===== src/rtl/ps2_scancode_rx.sv =====
// PS/2 keyboard scan-code receiver: pin sync, 11-bit deframing, E0/F0 folding.
// Optional held-arrow tracking is enabled by defining PS2_ARROW_HOLD_EN.
module ps2_scancode_rx #(
  parameter int SYNC_STAGES    = 2,
  parameter int TIMEOUT_CYCLES = 50000
) (
  input  logic       clk,
  input  logic       rst,
  input  logic       PS2_CLK,
  input  logic       PS2_DAT,
  output logic [7:0] scan_code,
  output logic       scan_extended,
  output logic       scan_break,
  output logic       scan_valid,
  output logic       frame_error,
  output logic       dir_left,
  output logic       dir_right,
  output logic       dir_up,
  output logic       dir_down
);

  localparam int TW = $clog2(TIMEOUT_CYCLES);

  typedef enum logic [1:0] {
    S_IDLE,
    S_DATA,
    S_PARITY,
    S_STOP
  } state_t;

  logic [SYNC_STAGES-1:0] clk_sync_q, clk_sync_d;
  logic [SYNC_STAGES-1:0] dat_sync_q, dat_sync_d;
  logic                   clk_prev_q, clk_prev_d;

  state_t      state_q, state_d;
  logic [2:0]  bit_cnt_q, bit_cnt_d;
  logic [7:0]  shift_q, shift_d;
  logic        parity_q, parity_d;
  logic [TW-1:0] tmo_q, tmo_d;
  logic        byte_ok_q, byte_ok_d;
  logic        byte_bad_q, byte_bad_d;
  logic        ext_q, ext_d;
  logic        brk_q, brk_d;
  logic [7:0]  code_q, code_d;
  logic        sext_q, sext_d;
  logic        sbrk_q, sbrk_d;
  logic        valid_q, valid_d;
  logic        ferr_q, ferr_d;

  logic ps2_clk_s;
  logic ps2_dat_s;
  logic fall;
  logic timeout;

  assign ps2_clk_s = clk_sync_q[SYNC_STAGES-1];
  assign ps2_dat_s = dat_sync_q[SYNC_STAGES-1];
  assign fall      = clk_prev_q & ~ps2_clk_s;
  assign timeout   = (state_q != S_IDLE) &&
                     (tmo_q == TW'(TIMEOUT_CYCLES - 1));

  // Next-state: sync chain, deframing FSM, timeout and prefix folding.
  always_comb begin
    clk_sync_d = {clk_sync_q[SYNC_STAGES-2:0], PS2_CLK};
    dat_sync_d = {dat_sync_q[SYNC_STAGES-2:0], PS2_DAT};
    clk_prev_d = ps2_clk_s;
    state_d    = state_q;
    bit_cnt_d  = bit_cnt_q;
    shift_d    = shift_q;
    parity_d   = parity_q;
    byte_ok_d  = 1'b0;
    byte_bad_d = 1'b0;
    ext_d      = ext_q;
    brk_d      = brk_q;
    code_d     = code_q;
    sext_d     = sext_q;
    sbrk_d     = sbrk_q;
    valid_d    = 1'b0;
    ferr_d     = 1'b0;

    if (state_q == S_IDLE || fall) tmo_d = '0;
    else                           tmo_d = tmo_q + TW'(1);

    // Stage two: act on the byte judged one cycle earlier.
    if (byte_ok_q) begin
      unique case (shift_q)
        8'hE0: ext_d = 1'b1;
        8'hF0: brk_d = 1'b1;
        default: begin
          valid_d = 1'b1;
          code_d  = shift_q;
          sext_d  = ext_q;
          sbrk_d  = brk_q;
          ext_d   = 1'b0;
          brk_d   = 1'b0;
        end
      endcase
    end
    if (byte_bad_q) begin
      ferr_d = 1'b1;
      ext_d  = 1'b0;
      brk_d  = 1'b0;
    end

    // Timeout wins over a fall landing in the same cycle.
    if (timeout) begin
      state_d = S_IDLE;
      tmo_d   = '0;
      ferr_d  = 1'b1;
      ext_d   = 1'b0;
      brk_d   = 1'b0;
    end else if (fall) begin
      unique case (state_q)
        S_IDLE: begin
          if (!ps2_dat_s) begin
            state_d   = S_DATA;
            bit_cnt_d = 3'd0;
          end
        end
        S_DATA: begin
          shift_d   = {ps2_dat_s, shift_q[7:1]};
          bit_cnt_d = bit_cnt_q + 3'd1;
          if (bit_cnt_q == 3'd7) state_d = S_PARITY;
        end
        S_PARITY: begin
          parity_d = ps2_dat_s;
          state_d  = S_STOP;
        end
        S_STOP: begin
          if (ps2_dat_s && (^{shift_q, parity_q}))
            byte_ok_d = 1'b1;
          else
            byte_bad_d = 1'b1;
          state_d = S_IDLE;
        end
      endcase
    end
  end

  // State registers; sync chain idles high so reset causes no fall.
  always_ff @(posedge clk or posedge rst) begin
    if (rst) begin
      clk_sync_q <= '1;
      dat_sync_q <= '1;
      clk_prev_q <= 1'b1;
      state_q    <= S_IDLE;
      bit_cnt_q  <= 3'd0;
      shift_q    <= 8'h00;
      parity_q   <= 1'b0;
      tmo_q      <= '0;
      byte_ok_q  <= 1'b0;
      byte_bad_q <= 1'b0;
      ext_q      <= 1'b0;
      brk_q      <= 1'b0;
      code_q     <= 8'h00;
      sext_q     <= 1'b0;
      sbrk_q     <= 1'b0;
      valid_q    <= 1'b0;
      ferr_q     <= 1'b0;
    end else begin
      clk_sync_q <= clk_sync_d;
      dat_sync_q <= dat_sync_d;
      clk_prev_q <= clk_prev_d;
      state_q    <= state_d;
      bit_cnt_q  <= bit_cnt_d;
      shift_q    <= shift_d;
      parity_q   <= parity_d;
      tmo_q      <= tmo_d;
      byte_ok_q  <= byte_ok_d;
      byte_bad_q <= byte_bad_d;
      ext_q      <= ext_d;
      brk_q      <= brk_d;
      code_q     <= code_d;
      sext_q     <= sext_d;
      sbrk_q     <= sbrk_d;
      valid_q    <= valid_d;
      ferr_q     <= ferr_d;
    end
  end

  assign scan_code     = code_q;
  assign scan_extended = sext_q;
  assign scan_break    = sbrk_q;
  assign scan_valid    = valid_q;
  assign frame_error   = ferr_q;

`ifdef PS2_ARROW_HOLD_EN
  // dir bit order: 0 left, 1 right, 2 up, 3 down.
  logic [3:0] dir_q, dir_d;

  // Extended arrow codes press (make) or release (break) a direction.
  always_comb begin
    dir_d = dir_q;
    if (valid_q && sext_q) begin
      unique case (code_q)
        8'h6B:   dir_d[0] = ~sbrk_q;
        8'h74:   dir_d[1] = ~sbrk_q;
        8'h75:   dir_d[2] = ~sbrk_q;
        8'h72:   dir_d[3] = ~sbrk_q;
        default: dir_d    = dir_q;
      endcase
    end
  end

  // Held-direction registers.
  always_ff @(posedge clk or posedge rst) begin
    if (rst) dir_q <= 4'b0000;
    else     dir_q <= dir_d;
  end

  assign dir_left  = dir_q[0];
  assign dir_right = dir_q[1];
  assign dir_up    = dir_q[2];
  assign dir_down  = dir_q[3];
`else
  assign dir_left  = 1'b0;
  assign dir_right = 1'b0;
  assign dir_up    = 1'b0;
  assign dir_down  = 1'b0;
`endif

endmodule

===== config.mk =====
export PLATFORM = sky130hd
export DESIGN_NAME = ps2_scancode_rx
export DESIGN_NICKNAME = d
export VERILOG_FILES = /design/src/rtl/ps2_scancode_rx.sv
export SDC_FILE = /design/constraint.sdc
export NUM_CORES = 1
export LEC_CHECK = 0
export CORE_MARGIN = 5
export CORE_UTILIZATION = 51
export CTS_CLUSTER_SIZE = 14
export DETAILED_ROUTE_END_ITERATION = 12
export GPL_TIMING_DRIVEN = 0
export PLACE_DENSITY = 0.8
export SETUP_SLACK_MARGIN = 0.2
export SLEW_MARGIN = 20
export SYNTH_ARGS = -nofsm -noshare
export SYNTH_HDL_FRONTEND = slang
export SYNTH_SLANG_ARGS = --single-unit

===== constraint.sdc =====
create_clock -name clk -period 3.95 [get_ports clk]
set_clock_uncertainty 0.15 [all_clocks]
set_input_delay 0.9875 -clock clk [delete_from_list [all_inputs] [get_ports clk]]
set_output_delay 0.9875 -clock clk [all_outputs]
set_load 0.01 [all_outputs]

==> metrics.cfg, run 1 <==
[floorplanning]
row_count = 24
die-area_um2 = 6140
start_util_pct = 53.7
ios = 20
dieHeight_um = 78.4
core_area_um2 = 4440
dieWidth_um = 78.4

[placed_design]
place.detailed.hpwl_um = 2920
io_buffers = 15
gp_congestion = 0.812
place_ws_ps = 1600

[synthesis]
synth_edf_count = 0
async_reset_ff_share_pct = 100
syn_area_um2 = 2380
ys_ff_latch = 51
yosysUniqueCellTypes = 44
synthCells = 218
ys_warn_count = 0
ys.flop_type = dfrtp_1
ys_seq_area_share_pct = 53.8
syn_area_per_cell_um2 = 10.9

[sta]
setup_tns_ps = 0
setup_viol = 0
layout_min_cycle_time_ps = 2370
hold_violations = 0
post-route-period-util_pct = 59.9
timing.fmax_mhz = 422
tightestPinTransition_ps = 668
max_slew_margin_pct = 55.4
final_max_slew_viol_count = 0
rsz0062_at_grt = no
fin_ws_ps = 1580

[clock_network]
cts_resized = 0
cts_buffer_depth = 2
clk_transition_reported_paths_ps = 90
cts_tree = done
htreeDepth = 2
cts_buffers = 5
clock_sinks = 51
hold_buffers = 0
cts-root-buf = clkbuf_8
postCtsSetupBuffers = 0
clkLatencyLatePin_ps = 310

[power_and_ir_drop]
vdd_drop_max_uv = 238
leakage_nw = 1.25
switchingPower_mw = 0.487
p_comb_share_pct = 31.2
switching_share_pct = 30.9
pwr-share-seq_pct = 45.4
p_clk_share_pct = 23.3
p_int_mw = 1.09
power_density_nw_per_um2 = 573

[detailed_routing]
viasPerCell = 5.29
wl_met1_um = 1900
first_pass_iters = 4
wl_met3_um = 163
routed.top_layer = met4
drt_iter0_drc = 54
drt-total-wl_um = 4090
wl_met2_um = 1940
drc = 0
dr_total_vias = 1570
wl_per_cell_um = 13.8
ant_nets = 0

[grt]
grt_first_pass_wirelength_um = 7000
antenna_found_initial = 0
track_usage_pct = 14.5
grt_overflow = 0
grt_pass1_vias = 1559
grt_max_degree = 32

[setup_path]
worstSetupPathType = reg -> reg
cp-end-kind = register
critPathRequiredTime_ps = 4000
start_kind = register
worstPathArrival_ps = 2420
path_max_fanout = 10

[final_layout]
nets = 255
fill_cells = 377
mostFrequentLayoutCell = dfrtp_1
syn_to_final_growth_pct = 15.4
antenna_cells = 0
multi_input_area_um2 = 1000
drive_gt1_share_pct = 14.7
final-seq-area_um2 = 1280
final_cell_mix = dfrtp_1, nand2_1, nor2_1

[run_status]
status = finished clean

[run]
drv_cap = 0

[min_path]
min-delay-path-class = reg -> reg

==> sequential cells by signal (all words and copies together) (netlist names) <==
name           flops
bit_cnt_q          3
brk_q              1
byte_bad_q         1
byte_ok_q          1
clk_prev_q         1
clk_sync_q         2
dat_sync_q         2
ext_q              1
frame_error        1
parity_q           1
scan_break         1
scan_code          8
scan_extended      1
scan_valid         1
shift_q            8
state_q            2
tmo_q             16
==> stage by stage <==
stage | std cells | cell area (um2) | power, mW | utilization [%] | hold slack [ps]
3_5_place_dp | 289 | 2640 | 1.22 | 59.4 | 200
4_1_cts | 297 | 2750 | 1.59 | 61.9 | 213
6_report | 297 | 2750 | 1.58 | 61.9 | 212
3_3_place_gp | 288 | 2610 | 1.20 | 58.8 | 196
2_1_floorplan | 221 | 2400 | 1.09 | - | 195
5_1_grt | 297 | 2750 | 1.68 | 61.9 | 219
==> cells in the mapped netlist (2+ instances only) <==
cell type / n / area [um2]
mux2_4: 4 / 60.1
dfstp_2: 5 / 131
nand2_1: 27 / 101
clkbuf_1: 2 / 7.51
nor2_1: 23 / 86.3
o21ai_0: 5 / 25.0
ha_1: 7 / 87.6
nor3_1: 6 / 30.0
a32o_1: 2 / 20.0
or3_1: 3 / 18.8
a31oi_1: 2 / 12.5
inv_1: 14 / 52.6
nor2b_1: 3 / 18.8
a21oi_1: 4 / 20.0
dfrtp_1: 46 / 1150
mux2_2: 5 / 56.3
xor2_1: 2 / 17.5
buf_4: 5 / 37.5
nand4_1: 2 / 12.5
and3_1: 3 / 18.8
a22o_1: 2 / 17.5
o211ai_1: 2 / 15.0
nor4b_1: 3 / 26.3
nand3_1: 4 / 20.0
xnor2_1: 18 / 158
==> per-layer routing <==
metal  up-vias  GRT usage [%]
met5         -              0
met4         0           5.77
met3         8           3.89
met2        31           23.7
met1       754           18.4
li1        777              -
==> logic make-up (layout without fill, tap and decap cells) <==
family | Yosys count | in the layout | synth area share, %
XOR/XNOR | 21 | 21 | 8.29
multiplexers | 9 | 9 | 4.88
buffers and inverters | 23 | 47 | 4.77
adder cells (fa/ha/maj) | 7 | 7 | 3.67
other | 1 | 4 | 0.157
AO/OA/AOI/OAI | 21 | 21 | 6.03
flip-flops | 51 | 51 | 53.8
AND/OR/NAND/NOR | 85 | 85 | 18.4
==> power by group through the flow <==
| stage | clock, mW | combinational, mW | sequential [mW] |
|---|---|---|---|
| 2_1_floorplan | 0 | 0.380 | 0.710 |
| 3_3_place_gp | 0 | 0.480 | 0.718 |
| 3_5_place_dp | 0 | 0.496 | 0.725 |
| 4_1_cts | 0.378 | 0.500 | 0.716 |
| 5_1_grt | 0.400 | 0.548 | 0.727 |
| 6_report | 0.368 | 0.492 | 0.716 |
==> cell type report <==
type / count / share of cell area (%)
repair buffers: 16 / 6.46
plain buffers: 9 / 2.23
clock inverters: 3 / 1.59
clock buffers: 5 / 2.50
flip-flops and latches: 51 / 46.6
inverters: 14 / 1.91
multi-input cells: 147 / 36.3
well taps: 52 / 2.36
==> critical path, stage by stage (launching register included) <==
cell and delay, ps:
dfrtp_1 450, nor4b_1 350, nand4_1 150, nor4_2 540, or3_1 190, buf_2 170, buf_4 190, nor2_1 60
==> worst paths after layout <==
check / from / to / depth (start not counted) / slack [ps]
setup / recovery: tmo_q[11] / tmo_q[14] / 7 / 1580
hold / removal: clk_sync_q[0] / clk_sync_q[1] / 0 / 210
setup reg to reg: tmo_q[11] / tmo_q[14] / 7 / 1580
hold reg to reg: clk_sync_q[0] / clk_sync_q[1] / 0 / 210
max in group asynchronous: rst / scan_code[2] / 3 / 2190
min in group asynchronous: rst / tmo_q[2] / 2 / 930
Power figures use the tool's default switching activity.
==> inputs of run 2 (changes only) <==
- clock period: 3.95 -> 2.2 ns (I/O delays scaled with it)
==> run 2 against run 1 <==
Sequential share of layout area shrank 3.2 points. Non-clock buffer count grew 16. Clock power is 73% higher. Maximum frequency up 13%. Hold slack got worse by 3.3 ps. Sequential power is 80% higher. Critical path type unchanged. Critical endpoint is now shift_q[3]. Largest power group unchanged.
==> metrics.cfg, run 2 (synthesis results as in run 1) <==
[setup_path]
critPathRequiredTime_ps = 2250
slowest_stage = or4b_4
worstPathArrival_ps = 2140
path_max_fanout = 5
crit_path_max_incr_delay_ps = 570
start_kind = register
startpoint = tmo_q[13]
cp-end-kind = register
worstSetupPathType = reg -> reg
cp_cell_sequence = or4b_4 > nor4_4 > a21oi_2 > buf_6 > mux2_4
r2r-start = tmo_q[13]

[min_path]
min-delay-path-class = reg -> reg
min-delay-start = dat_sync_q[0]

[final_layout]
largest_reg_flops = 16
final_cell_mix = dfrtp_1, nand2_1, nor2_1
top_register = tmo_q
stdcell_count = 312
drive_gt1_share_pct = 25.4
nets = 271
fill_cells = 356
antenna_cells = 0
mostFrequentLayoutCell = dfrtp_1
syn_to_final_growth_pct = 24.0

[power_and_ir_drop]
leakage_nw = 1.34
power_density_nw_per_um2 = 1010
vdd_drop_max_uv = 457

[clock_network]
htreeDepth = 2
cts_tree = done
clock_sinks = 51
cts_buffer_depth = 2
clkLatencyLatePin_ps = 310
cts_buffers = 5
hold_buffers = 0
clk_transition_reported_paths_ps = 90
cts-root-buf = clkbuf_8

[floorplanning]
core_area_um2 = 4440
ios = 20
dieHeight_um = 78.4
dieWidth_um = 78.4
row_count = 24
die-area_um2 = 6140
start_util_pct = 53.7

[detailed_routing]
wl_met3_um = 230
wl_per_cell_um = 14.4
wl_met1_um = 1870
first_pass_iters = 4
dr_total_vias = 1632
drt_iter0_drc = 86
viasPerCell = 5.23
wl_met2_um = 2290
ant_nets = 0
drt-total-wl_um = 4500
drc = 0
routed.top_layer = met4

[run_status]
status = finished clean

[sta]
layout_min_cycle_time_ps = 2090
setup_tns_ps = 0
setup_viol = 0
hold_violations = 0
fin_ws_ps = 108
rsz0062_at_grt = yes
post-route-period-util_pct = 95.1
timing.fmax_mhz = 478
final_max_slew_viol_count = 0

[placed_design]
io_buffers = 15
place_ws_ps = -264
gp_congestion = 0.850
post-place-cells = 289
place.detailed.hpwl_um = 2900

[grt]
grt_max_degree = 36
track_usage_pct = 15.8
grt_pass1_vias = 1607
grt_first_pass_wirelength_um = 7530
grt_overflow = 0
antenna_found_initial = 0

[run]
drv_cap = 0

## run 2: per-layer routing
layer | global-route usage (%) | vias to the layer above
li1 | - | 803
met1 | 18.8 | 782
met2 | 26.6 | 36
met3 | 4.58 | 11
met4 | 6.82 | 0
met5 | 0 | -
## run 2: critical path: cells and delay by family, from the launching register on
family | cells | cell delay, ps
AO/OA/AOI/OAI | 1 | 140
AND/OR/NAND/NOR | 2 | 790
buffers and inverters | 1 | 170
flip-flops | 1 | 440
multiplexers | 1 | 290
## run 2: worst paths after layout
kind / slack (ps) / cells past startpoint / endpoint
worst min register to register: 210 / 0 / dat_sync_q[1]
worst max register to register: 110 / 5 / shift_q[3]
worst max-delay path: 110 / 5 / shift_q[3]
max in group asynchronous: 950 / 3 / dat_sync_q[1]
worst min-delay path: 210 / 0 / dat_sync_q[1]
min in group asynchronous: 370 / 2 / scan_code[3]
## run 2: per-stage QoR
stage	total power, mW	util, %	cell area (um2)	hold slack [ps]
global placement	2.15	58.8	2620	195
global route	3.18	66.5	2960	217
detailed placement	2.20	59.3	2640	197
CTS	2.88	64.0	2840	210
floorplan	1.96	-	2400	195
finish	2.98	66.5	2960	208
## run 2: what timing repair did
action	in CTS	in global routing
buffers inserted	9	5
cloned	1	1
pin swaps	4	2
endpoints found under the setup margin	32	29
resized for setup	8	17
## run 2: cell type report
| type | instances | area, um2 | area share, % |
|---|---|---|---|
| plain buffers | 9 | 72.6 | 2.45 |
| clock buffers | 5 | 68.8 | 2.33 |
| clock inverters | 2 | 37.5 | 1.27 |
| inverters | 14 | 52.6 | 1.78 |
| multi-input cells | 147 | 1080 | 36.6 |
| flip-flops and latches | 51 | 1280 | 43.4 |
| well taps | 52 | 65.1 | 2.20 |
| repair buffers | 32 | 295 | 9.99 |
## run 2: report_power, final
part	total (mW)	switching [mW]	leakage [nW]	internal [mW]
clock	0.636	0.304	0.0502	0.333
combinational	1.05	0.446	0.615	0.609
sequential	1.29	0.168	0.674	1.12
